$ cat src/rtl/hazard_scoreboard.sv
// -----------------------------------------------------------------------------
// hazard_scoreboard
//
// Purpose:
//   Tracks the destination register of the instructions in flight in the EX,
//   MEM and WB stages and produces the ID-stage stall and the operand
//   forwarding selects. A load in EX that feeds an ID read stalls for one
//   cycle (load-use). A MULTU/DIVU leaving ID keeps HI/LO busy for MULDIV_LAT
//   cycles. Any ID read of HI/LO (index 33) stalls while HI/LO is busy, and
//   so does any further MULTU/DIVU.
//
// Ports:
//   clk           rising-edge clock
//   rst_n         asynchronous, active-low reset
//   id_valid      ID stage holds a real instruction
//   id_rr1/rr2    ID read indices (0 = $zero, 33 = HI/LO)
//   id_wr         ID write index, 0 = no write
//   id_is_load    ID instruction is a load
//   id_is_muldiv  ID instruction is MULTU/DIVU
//   flush         squash the ID instruction (taken branch/jump)
//   stall         hold PC and IF/ID, insert a bubble into EX
//   fwd_a/fwd_b   operand source: 0 regfile, 1 EX, 2 MEM, 3 WB
//   hilo_busy     HI/LO counter nonzero
//   ex_wr         tracked EX destination, 0 for a bubble
// -----------------------------------------------------------------------------
module hazard_scoreboard #(
    parameter int MULDIV_LAT = 4,
    parameter int IDX_W      = 6
) (
    input  logic             clk,
    input  logic             rst_n,
    input  logic             id_valid,
    input  logic [IDX_W-1:0] id_rr1,
    input  logic [IDX_W-1:0] id_rr2,
    input  logic [IDX_W-1:0] id_wr,
    input  logic             id_is_load,
    input  logic             id_is_muldiv,
    input  logic             flush,
    output logic             stall,
    output logic [1:0]       fwd_a,
    output logic [1:0]       fwd_b,
    output logic             hilo_busy,
    output logic [IDX_W-1:0] ex_wr
);

    localparam logic [IDX_W-1:0] HILO_IDX = IDX_W'(33);
    localparam logic [3:0]       LAT      = 4'(MULDIV_LAT);

    // Slot registers: _p0 = EX, _p1 = MEM, _p2 = WB
    logic             v_p0, v_p1, v_p2;
    logic [IDX_W-1:0] wr_p0, wr_p1, wr_p2;
    logic             ld_p0, ld_p1, ld_p2;
    logic [3:0]       hilo_cnt;

    logic ex_m1, mem_m1, wb_m1;
    logic ex_m2, mem_m2, wb_m2;
    logic load_use, hilo_haz, accept;

    // $zero and HI/LO are never forwarded: $zero is constant and HI/LO
    // hazards are handled entirely by the busy counter.
    function automatic logic slot_match(input logic v,
                                        input logic [IDX_W-1:0] wr,
                                        input logic [IDX_W-1:0] r);
        return v && (wr == r) && (r != '0) && (r != HILO_IDX);
    endfunction

    // A load in EX has no result yet, so it falls through to MEM/WB; the
    // load-use stall guarantees the value is picked up from MEM next cycle.
    function automatic logic [1:0] fwd_sel(input logic ex_m, input logic ex_ld,
                                           input logic mem_m, input logic wb_m);
        if (ex_m && !ex_ld) return 2'd1;
        else if (mem_m)     return 2'd2;
        else if (wb_m)      return 2'd3;
        else                return 2'd0;
    endfunction

    assign ex_m1  = slot_match(v_p0, wr_p0, id_rr1);
    assign mem_m1 = slot_match(v_p1, wr_p1, id_rr1);
    assign wb_m1  = slot_match(v_p2, wr_p2, id_rr1);
    assign ex_m2  = slot_match(v_p0, wr_p0, id_rr2);
    assign mem_m2 = slot_match(v_p1, wr_p1, id_rr2);
    assign wb_m2  = slot_match(v_p2, wr_p2, id_rr2);

    assign fwd_a = fwd_sel(ex_m1, ld_p0, mem_m1, wb_m1);
    assign fwd_b = fwd_sel(ex_m2, ld_p0, mem_m2, wb_m2);

    assign load_use  = v_p0 & ld_p0 & (ex_m1 | ex_m2);
    assign hilo_busy = (hilo_cnt != 4'd0);
    assign hilo_haz  = hilo_busy & ((id_rr1 == HILO_IDX) | (id_rr2 == HILO_IDX) | id_is_muldiv);

    // Flush wins over stall: a squashed instruction never holds the front end.
    assign stall  = id_valid & ~flush & (load_use | hilo_haz);
    assign accept = id_valid & ~flush & ~stall;

    assign ex_wr = v_p0 ? wr_p0 : '0;

    always_ff @(posedge clk or negedge rst_n) begin
        if (!rst_n) begin
            v_p0     <= 1'b0;
            wr_p0    <= '0;
            ld_p0    <= 1'b0;
            v_p1     <= 1'b0;
            wr_p1    <= '0;
            ld_p1    <= 1'b0;
            v_p2     <= 1'b0;
            wr_p2    <= '0;
            ld_p2    <= 1'b0;
            hilo_cnt <= 4'd0;
        end else begin
            // ---- ID -> EX ----
            if (accept) begin
                v_p0  <= 1'b1;
                wr_p0 <= id_wr;
                ld_p0 <= id_is_load;
            end else begin
                v_p0  <= 1'b0;
                wr_p0 <= '0;
                ld_p0 <= 1'b0;
            end
            // ---- EX -> MEM ----
            v_p1  <= v_p0;
            wr_p1 <= wr_p0;
            ld_p1 <= ld_p0;
            // ---- MEM -> WB ----
            v_p2  <= v_p1;
            wr_p2 <= wr_p1;
            ld_p2 <= ld_p1;

            // A MULTU/DIVU is never accepted while busy, so load and
            // decrement cannot collide.
            if (accept && id_is_muldiv) begin
                hilo_cnt <= LAT;
            end else if (hilo_cnt != 4'd0) begin
                hilo_cnt <= hilo_cnt - 4'd1;
            end
        end
    end

endmodule

$ cat config.mk
export PLATFORM = sky130hd
export DESIGN_NAME = hazard_scoreboard
export DESIGN_NICKNAME = d
export VERILOG_FILES = /design/src/rtl/hazard_scoreboard.sv
export SDC_FILE = /design/constraint.sdc
export NUM_CORES = 1
export LEC_CHECK = 0
export BUFFER_PORTS_ARGS = -buffer_cell sky130_fd_sc_hd__buf_2
export CAP_MARGIN = 20
export CORE_MARGIN = 5
export CORE_UTILIZATION = 45
export DETAILED_ROUTE_END_ITERATION = 6
export GPL_ROUTABILITY_DRIVEN = 0
export GPL_TIMING_DRIVEN = 1
export PLACE_DENSITY = 0.8
export SLEW_MARGIN = 30
export SYNTH_ARGS = -nofsm -noshare
export SYNTH_HDL_FRONTEND = slang
export SYNTH_SLANG_ARGS = --single-unit
export TNS_END_PERCENT = 50
$ cat constraint.sdc
create_clock -name clk -period 1.6 [get_ports clk]
set_input_delay 0.08 -clock clk [delete_from_list [all_inputs] [get_ports clk]]
set_output_delay 0.08 -clock clk [all_outputs]
set_load 0.05 [all_outputs]
==> results of run 1 <==
registers in the layout, summed over array words and instances, names as in the netlist:
| register | cells |
|---|---|
| wr_p1 | 6 |
| ld_p0 | 1 |
| hilo_cnt | 4 |
| v_p1 | 1 |
| v_p2 | 1 |
| v_p0 | 1 |
| wr_p2 | 6 |
| wr_p0 | 6 |
stage by stage:
step	power, W	setup slack, ns
2_1_floorplan	0.00127	-0.106
3_3_place_gp	0.00143	-0.0562
3_5_place_dp	0.00148	-0.0989
4_1_cts	0.00186	-0.340
5_1_grt	0.00200	-0.478
6_report	0.00190	-0.401
worst max path at each step:
stage,end,cells past startpoint
final,stall,6
after global routing,stall,6
after CTS,stall,6
after detailed placement,stall,6
after global placement,stall,5
after floorplan,fwd_b[0],4
power groups by stage:
stage / clock, W / combinational, W / sequential (W)
6_report: 0.000335 / 0.000728 / 0.000832
3_3_place_gp: 0 / 0.000601 / 0.000831
3_5_place_dp: 0 / 0.000640 / 0.000837
2_1_floorplan: 0 / 0.000450 / 0.000820
4_1_cts: 0.000341 / 0.000692 / 0.000826
5_1_grt: 0.000373 / 0.000787 / 0.000845
area by class of cell:
cell class	instances	area, sq um
clock buffer	4	36.3
fill	228	1090
inverter	3	11.3
multi-input combinational	106	991
sequential	26	652
tap	46	57.6
timing repair buffer	63	443
kinds of logic (layout without fill, tap and decap cells):
family	Yosys count	count (layout)	synth area share
and+or+nand+nor	47	47	0.198
xor gates and xnor gates	40	40	0.232
DFF	26	26	0.430
AOI/OAI and AO/OA	16	16	0.0952
buffers and inverters	7	70	0.0215
adders and majority gates	2	2	0.0166
muxes	1	1	0.00662
metal layers:
metal  track usage  vias up
li1              -      617
met1         0.234      642
met2         0.349       35
met3        0.0279        4
met4        0.0447        0
met5             0        -
repair_timing:
item	CTS	global route
endpoints found under the hold margin	27	0
buffers inserted	6	3
gates resized for setup	25	8
hold buffers	2	0
pin swaps	20	7
endpoints found under the setup margin	15	17
worst max-delay path: stages, from the launching register on:
cell,delay [ns]
sky130_fd_sc_hd__dfrtp_1,0.42
sky130_fd_sc_hd__buf_6,0.13
sky130_fd_sc_hd__xor2_2,0.15
sky130_fd_sc_hd__nor4_4,0.34
sky130_fd_sc_hd__nand3_2,0.15
sky130_fd_sc_hd__a31oi_4,0.23
sky130_fd_sc_hd__buf_6,0.18
Yosys cell counts, types with 2 or more instances:
library cell | count | share of area
sky130_fd_sc_hd__and2_1 | 6 | 0.025
sky130_fd_sc_hd__xnor2_1 | 30 | 0.17
sky130_fd_sc_hd__ha_1 | 2 | 0.017
sky130_fd_sc_hd__nand4_1 | 4 | 0.017
sky130_fd_sc_hd__a31o_1 | 2 | 0.012
sky130_fd_sc_hd__o21a_1 | 3 | 0.015
sky130_fd_sc_hd__and4_1 | 7 | 0.041
sky130_fd_sc_hd__nor3_1 | 5 | 0.017
sky130_fd_sc_hd__or3_1 | 2 | 0.0083
sky130_fd_sc_hd__nor2_1 | 3 | 0.0074
sky130_fd_sc_hd__buf_2 | 2 | 0.0066
sky130_fd_sc_hd__nand3_1 | 8 | 0.026
sky130_fd_sc_hd__nand2_1 | 3 | 0.0074
sky130_fd_sc_hd__or4_4 | 2 | 0.015
sky130_fd_sc_hd__xor2_1 | 10 | 0.058
sky130_fd_sc_hd__dfrtp_1 | 26 | 0.43
sky130_fd_sc_hd__inv_1 | 3 | 0.0074
==> out/qor_table.md, run 1 <==
| Parameter | This run |
| --- | --- |
| Die width | 68.0 um |
| Count of antenna diodes in the layout | 0 |
| CTS root buffer | sky130_fd_sc_hd__clkbuf_4 |
| Synthesized net count | 165 |
| Placement-stage cell area | 1920 sq um |
| Met2 WL | 2300 um |
| Area growth from synthesis to layout | 45.0% |
| Num ports | 36 |
| Final critical-path required period | 2.00 ns |
| Yosys reg bits | 26 |
| Most frequent cells in the layout | 29 x sky130_fd_sc_hd__buf_2, 28 x sky130_fd_sc_hd__xnor2_1, 25 x sky130_fd_sc_hd__dfrtp_1 |
| CP Data Arrival Time | 1.92 ns |
| Total routing resource utilization after global routing | 0.190 |
| Initial core utilization | 0.460 |
| Number of global-route vias before repair | 1397 |
| Floorplan core area | 3280 sq um |
| Primary flip-flop cell chosen by synthesis mapping | sky130_fd_sc_hd__dfrtp_1 |
| Num Clock Sinks | 26 |
| Clock tree from TritonCTS | built |
| Post-layout nets | 229 |
| Fin. Hold Viols | 0 |
| Type of the worst min-delay path | in -> reg |
| TNS Setup | -3.60 ns |
| Post-DP HPWL | 3120 um |
| Setup slack, reg-to-reg | -0.21 ns |
| CP Launch Point | wr_p0[5] |
| Final setup skew | 0.00785 ns |
| Failing checks | setup timing |
| Worst-case setup margin in the final layout | -0.401 ns |
| Worst hold path startpoint | id_wr[2] |
| Worst Reg-to-Reg Cells | 8 |
| Switch share | 0.347 |
| Worst Hold Margin | 0.0215 ns |
| Setup crit start kind | flip-flop |
| Maximum number of pins on one net before global-route repair | 27 |
| Post-route met1 wirelength | 1710 um |
| Number of pins with negative max-slew slack in the final report | 0 |
| Leakage component of the power | 0.964 nW |
| RSZ-0062 raised after global routing | true |
| Critical register-to-register path endpoint | wr_p0[3] |
| I/O Buffers | 35 |
| Worst R2R Start | wr_p0[5] |
| Number of cells after detailed placement | 233 |
| Total gr overflow | 0 |
| Fraction of final layout cells with drive strength greater than 1 | 0.470 |
| Max Clk Rate | 0.500 GHz |
| Synthesized netlist cell count | 139 |
| Number of standard-cell rows in the floorplan | 21 |
| Worst max-slew margin expressed relative to the limit | 0.608 |
| H-tree levels | 1 |
| Data required time of the worst path | 1.52 ns |
| Height of the die | 68.0 um |
| Critical path fanouts, max | 3 |
| Proportion of power drawn by the clock network | 0.177 |
| Met3 wirelength from detailed routing | 184 um |
| Non-Filler Instances | 248 |
| DRT Wirelength | 4220 um |
| Final Cycle Share | 1.25 |
| Count of cell types in the netlist | 38 |
| Post-synthesis sequential area ratio | 0.430 |
| Worst setup EP type | output port |
| Count of yosys warnings during synthesis | 0 |
| Status | complete, but fails checks |
| Routed Antenna Nets | 0 |
| Wire length of the first global-routing pass | 6580 um |
| Top routing layer used | met4 |
| Power per cell area | 865 nW/um^2 |
| Initial antenna violation count | 0 |
| Async set-reset flop share out of synthesis | 1.00 |
| Hold EP | wr_p0[2] |
| Final core occ | 0.667 |
| Number of buffers added by the clock tree synthesis step | 3 |
| Total die area | 4620 sq um |
| DRC violation count after routing | 0 |
| Cell internal power dissipation | 0.00124 W |
| Number of flops mapped to enable cells by yosys | 0 |
| Deepest clock path buffer count | 2 |
| Drt wl/cell | 17.0 um |
| Post-CTS clock slew at the launch and capture registers of the worst setup and hold paths | 0.14 ns |
| Vias after detailed routing | 1298 |
| Max-capacitance violation count | 0 |
| Path type of the worst setup path | reg -> out |
| Worst Max-Slew Pin Slew | 0.588 ns |
| Number of search-and-repair iterations in the first detailed-routing pass | 4 |
| Max rail drop VDD | 0.448 mV |
| Mean Syn Cell Area | 10.9 sq um |
| Via-per-instance ratio | 5.23 |
| Clock latency on the worst-skew pair | 0.32 ns |
| Part of the power in combinational logic | 0.384 |
| Post-synth design cell area | 1510 sq um |
| Sequential share of power | 0.439 |
| Setup-violating endpoint count in the final report | 16 |
| Worst Hold Depth | 2 |
| Net switching power of the design | 0.000659 W |
| First DRT Iteration DRCs | 68 |
| Design area | 2190 sq um |
| Most frequent standard cell in the layout excluding fill and tap cells | sky130_fd_sc_hd__buf_2 |
Power figures use the tool's default switching activity.
==> inputs of run 2 (changes only) <==
--- a/config.mk
+++ b/config.mk
@@ -5,6 +5,7 @@
 export SDC_FILE = /design/constraint.sdc
 export NUM_CORES = 1
 export LEC_CHECK = 0
+export ABC_AREA = 1
 export BUFFER_PORTS_ARGS = -buffer_cell sky130_fd_sc_hd__buf_2
 export CAP_MARGIN = 20
 export CORE_MARGIN = 5
@@ -12,7 +13,7 @@
 export DETAILED_ROUTE_END_ITERATION = 6
 export GPL_ROUTABILITY_DRIVEN = 0
 export GPL_TIMING_DRIVEN = 1
-export PLACE_DENSITY = 0.8
+export PLACE_DENSITY = 0.79
 export SLEW_MARGIN = 30
 export SYNTH_ARGS = -nofsm -noshare
 export SYNTH_HDL_FRONTEND = slang
==> run 2 against run 1 <==
The flow still finishes with violations (setup timing). Critical path depth up 2. Core utilization down 5.5 points. Clock power about the same. Critical endpoint unchanged. Sequential cell count unchanged.
==> out/qor_table.md, run 2 <==
| Parameter | This run | Delta |
| --- | --- | --- |
| Status | complete, but fails checks | unchanged |
| Failing checks | setup timing | unchanged |
| Share of Yosys cell area claimed by the top area cell type | 0.407 | was 0.430 |
| Die width | 69.6 um | was 68.0 um |
| Most used standard cells in the synthesized netlist | 55 x sky130_fd_sc_hd__nand2_1, 49 x sky130_fd_sc_hd__inv_1, 30 x sky130_fd_sc_hd__nor2_1 | was 30 x sky130_fd_sc_hd__xnor2_1, 26 x sky130_fd_sc_hd__dfrtp_1, 10 x sky130_fd_sc_hd__xor2_1 |
| Setup crit start kind | flip-flop | unchanged |
| Vias after detailed routing | 1572 | was 1298 |
| Leakage component of the power | 1.21 nW | was 0.964 nW |
| Deepest clock path buffer count | 2 | unchanged |
| Number of flops mapped to enable cells by yosys | 0 | unchanged |
| Power per cell area | 827 nW/um^2 | was 865 nW/um^2 |
| Final setup skew | 0.00307 ns | was 0.00785 ns |
| Post-CTS clock slew at the launch and capture registers of the worst setup and hold paths | 0.14 ns | about the same |
| Leading registers by flop count | wr_p0 x6, wr_p1 x6, wr_p2 x6 | unchanged |
| Final critical-path required period | 1.81 ns | was 2.00 ns |
| Worst Max-Slew Pin Slew | 0.571 ns | was 0.588 ns |
| Clock tree from TritonCTS | built | unchanged |
| Count of antenna diodes in the layout | 0 | unchanged |
| Post-synthesis sequential area ratio | 0.407 | was 0.430 |
| Async set-reset flop share out of synthesis | 1.00 | unchanged |
| DRC violation count after routing | 0 | unchanged |
| Floorplan core area | 3390 sq um | was 3280 sq um |
| Fin. Hold Viols | 0 | unchanged |
| Height of the die | 69.6 um | was 68.0 um |
| Post-synth design cell area | 1600 sq um | was 1510 sq um |
| Total die area | 4840 sq um | was 4620 sq um |
| Max Clk Rate | 0.553 GHz | was 0.500 GHz |
| Drt wl/cell | 12.4 um | was 17.0 um |
| Ranking of synthesized cells by area | sky130_fd_sc_hd__dfrtp_1 41%, sky130_fd_sc_hd__nand2_1 13%, sky130_fd_sc_hd__inv_1 12% | was sky130_fd_sc_hd__dfrtp_1 43%, sky130_fd_sc_hd__xnor2_1 17%, sky130_fd_sc_hd__xor2_1 5.8% |
| Worst Hold Depth | 3 | was 2 |
| Num ports | 36 | unchanged |
| Post-DP HPWL | 3160 um | was 3120 um |
| Synthesized netlist cell count | 224 | was 139 |
| CTS root buffer | sky130_fd_sc_hd__clkbuf_4 | unchanged |
| Wire length of the first global-routing pass | 6760 um | was 6580 um |
| Count of yosys warnings during synthesis | 0 | unchanged |
| Max rail drop VDD | 0.605 mV | was 0.448 mV |
| Worst hold path startpoint | id_is_muldiv | was id_wr[2] |
| Type of the worst min-delay path | in -> reg | unchanged |
| H-tree levels | 1 | unchanged |
| Num Clock Sinks | 26 | unchanged |
| Most frequent standard cell in the layout excluding fill and tap cells | sky130_fd_sc_hd__nand2_1 | was sky130_fd_sc_hd__buf_2 |
| Data required time of the worst path | 1.52 ns | about the same |
| Routed Antenna Nets | 0 | unchanged |
| Number of filler cells placed in the layout | 316 | was 228 |
| CP Data Arrival Time | 1.73 ns | was 1.92 ns |
| Total routing resource utilization after global routing | 0.172 | was 0.190 |
| Yosys reg bits | 26 | unchanged |
| Max-capacitance violation count | 0 | unchanged |
| Worst setup EP type | output port | unchanged |
| Number of global-route vias before repair | 1505 | was 1397 |
| Number of standard-cell rows in the floorplan | 21 | unchanged |
| Synthesized net count | 250 | was 165 |
| Primary flip-flop cell chosen by synthesis mapping | sky130_fd_sc_hd__dfrtp_1 | unchanged |
| Maximum number of pins on one net before global-route repair | 27 | unchanged |
| Mean Syn Cell Area | 7.13 sq um | was 10.9 sq um |
| Critical register-to-register path endpoint | hilo_cnt[2] | was wr_p0[3] |
| I/O Buffers | 35 | unchanged |
| Path type of the worst setup path | reg -> out | unchanged |
| Worst slack, placed | 0.0660 ns | was -0.0989 ns |
| Number of search-and-repair iterations in the first detailed-routing pass | 4 | unchanged |
| Final Cycle Share | 1.13 | was 1.25 |
| Number of buffers added by the clock tree synthesis step | 3 | unchanged |
| Worst R2R Start | wr_p0[2] | was wr_p0[5] |
| Worst max-slew margin expressed relative to the limit | 0.619 | was 0.608 |
| Critical path fanouts, max | 4 | was 3 |
| Number of pins with negative max-slew slack in the final report | 0 | unchanged |
| Post-layout nets | 304 | was 229 |
| Setup slack, reg-to-reg | 0.11 ns | was -0.21 ns |
| Worst Hold Margin | 0.0601 ns | was 0.0215 ns |
| Area growth from synthesis to layout | 29.8% | was 45.0% |
| Cell accounting for the most synthesized area | sky130_fd_sc_hd__dfrtp_1 | unchanged |
| Worst Reg-to-Reg Cells | 9 | was 8 |
| DRT Wirelength | 4020 um | was 4220 um |
| Total gr overflow | 0 | unchanged |
| Initial core utilization | 0.471 | was 0.460 |
| Count of cell types in the netlist | 27 | was 38 |
| Clock latency on the worst-skew pair | 0.32 ns | about the same |
| First DRT Iteration DRCs | 48 | was 68 |
| Via-per-instance ratio | 4.87 | was 5.23 |
| RSZ-0062 raised after global routing | true | unchanged |
| Setup-violating endpoint count in the final report | 5 | was 16 |
| Most frequent cell after synthesis | sky130_fd_sc_hd__nand2_1 | was sky130_fd_sc_hd__xnor2_1 |
| Worst-case setup margin in the final layout | -0.209 ns | was -0.401 ns |
| Hold EP | hilo_cnt[2] | was wr_p0[2] |
| Most frequent cells in the layout | 51 x sky130_fd_sc_hd__nand2_1, 43 x sky130_fd_sc_hd__inv_1, 30 x sky130_fd_sc_hd__buf_2 | was 29 x sky130_fd_sc_hd__buf_2, 28 x sky130_fd_sc_hd__xnor2_1, 25 x sky130_fd_sc_hd__dfrtp_1 |
| TNS Setup | -0.684 ns | was -3.60 ns |
| Fraction of final layout cells with drive strength greater than 1 | 0.264 | was 0.470 |
| Initial antenna violation count | 0 | unchanged |
run 2: changes by cell type after synthesis, sizes merged, moves of 3 or more:
cell / before / now
nand2: 3 / 57
inv: 3 / 49
nor2: 3 / 33
xnor2: 30 / 2
o21ai: 2 / 13
and2: 7 / 0
and4: 7 / 0
o22ai: 1 / 8
o21a: 3 / 0
run 2: area by class of cell:
class,instances,area [sq um],area share
multi-input cells,148,803,0.387
repair buffers,50,339,0.164
inverters,49,184,0.0887
well taps,46,57.6,0.0278
flip-flops and latches,26,653,0.315
clock buffers,4,36.3,0.0175
run 2: worst max-delay path by stage:
stage	start	endpoint	slack [ns]	depth (start not counted)
after CTS	wr_p0[0]	stall	-0.21	11
after global placement	wr_p0[0]	stall	0.09	9
after floorplan	hilo_cnt[0]	stall	0.1	5
final	wr_p0[2]	stall	-0.21	8
after global routing	wr_p0[0]	stall	-0.31	11
after detailed placement	wr_p0[1]	stall	0.07	9
run 2: through the flow:
step                cells  power (W)   util  cell area, sq um
finish                323    0.00171  0.612              2070
global route          323    0.00184  0.612              2070
CTS                   319    0.00172  0.596              2020
detailed placement    305    0.00136  0.545              1850
global placement      305    0.00133  0.545              1850
floorplan             224    0.00120      -              1610
run 2: worst max-delay path: stages (launching register included):
cell and delay (ns):
sky130_fd_sc_hd__dfrtp_1 0.43, sky130_fd_sc_hd__buf_4 0.15, sky130_fd_sc_hd__xor2_1 0.14, sky130_fd_sc_hd__nor3_2 0.15, sky130_fd_sc_hd__nand2_1 0.09, sky130_fd_sc_hd__nand2_2 0.09, sky130_fd_sc_hd__nand2_4 0.06, sky130_fd_sc_hd__a21boi_4 0.12
sky130_fd_sc_hd__buf_6 0.17
run 2: kinds of logic after synthesis:
family,after synthesis,synth area share
adder cells (fa/ha/maj),2,0.0157
AO/OA/AOI/OAI,25,0.0924
flip-flops,26,0.407
AND/OR/NAND/NOR,110,0.306
buffers and inverters,50,0.118
XOR/XNOR,11,0.0603
run 2: routing by layer:
metal / GRT usage / vias to the layer above / wire length (um) / part of all wire
li1: - / 796 / - / -
met1: 0.221 / 712 / 1690 / 0.42
met2: 0.284 / 57 / 1960 / 0.49
met3: 0.0333 / 7 / 293 / 0.073
met4: 0.0651 / 0 / 77 / 0.019
met5: 0 / - / 0 / 0
run 2: power by group:
part	internal [W]	switching [W]
registers	0.000744	0.0000748
logic	0.000228	0.000335
clock network	0.000139	0.000193
total	0.00111	0.000603
run 2: what timing repair did:
item,CTS,global route
pin swaps,2,5
hold buffers,8,0
setup endpoints to repair,5,5
hold endpoints to repair,33,0
resized for setup,12,15
setup buffers,2,4
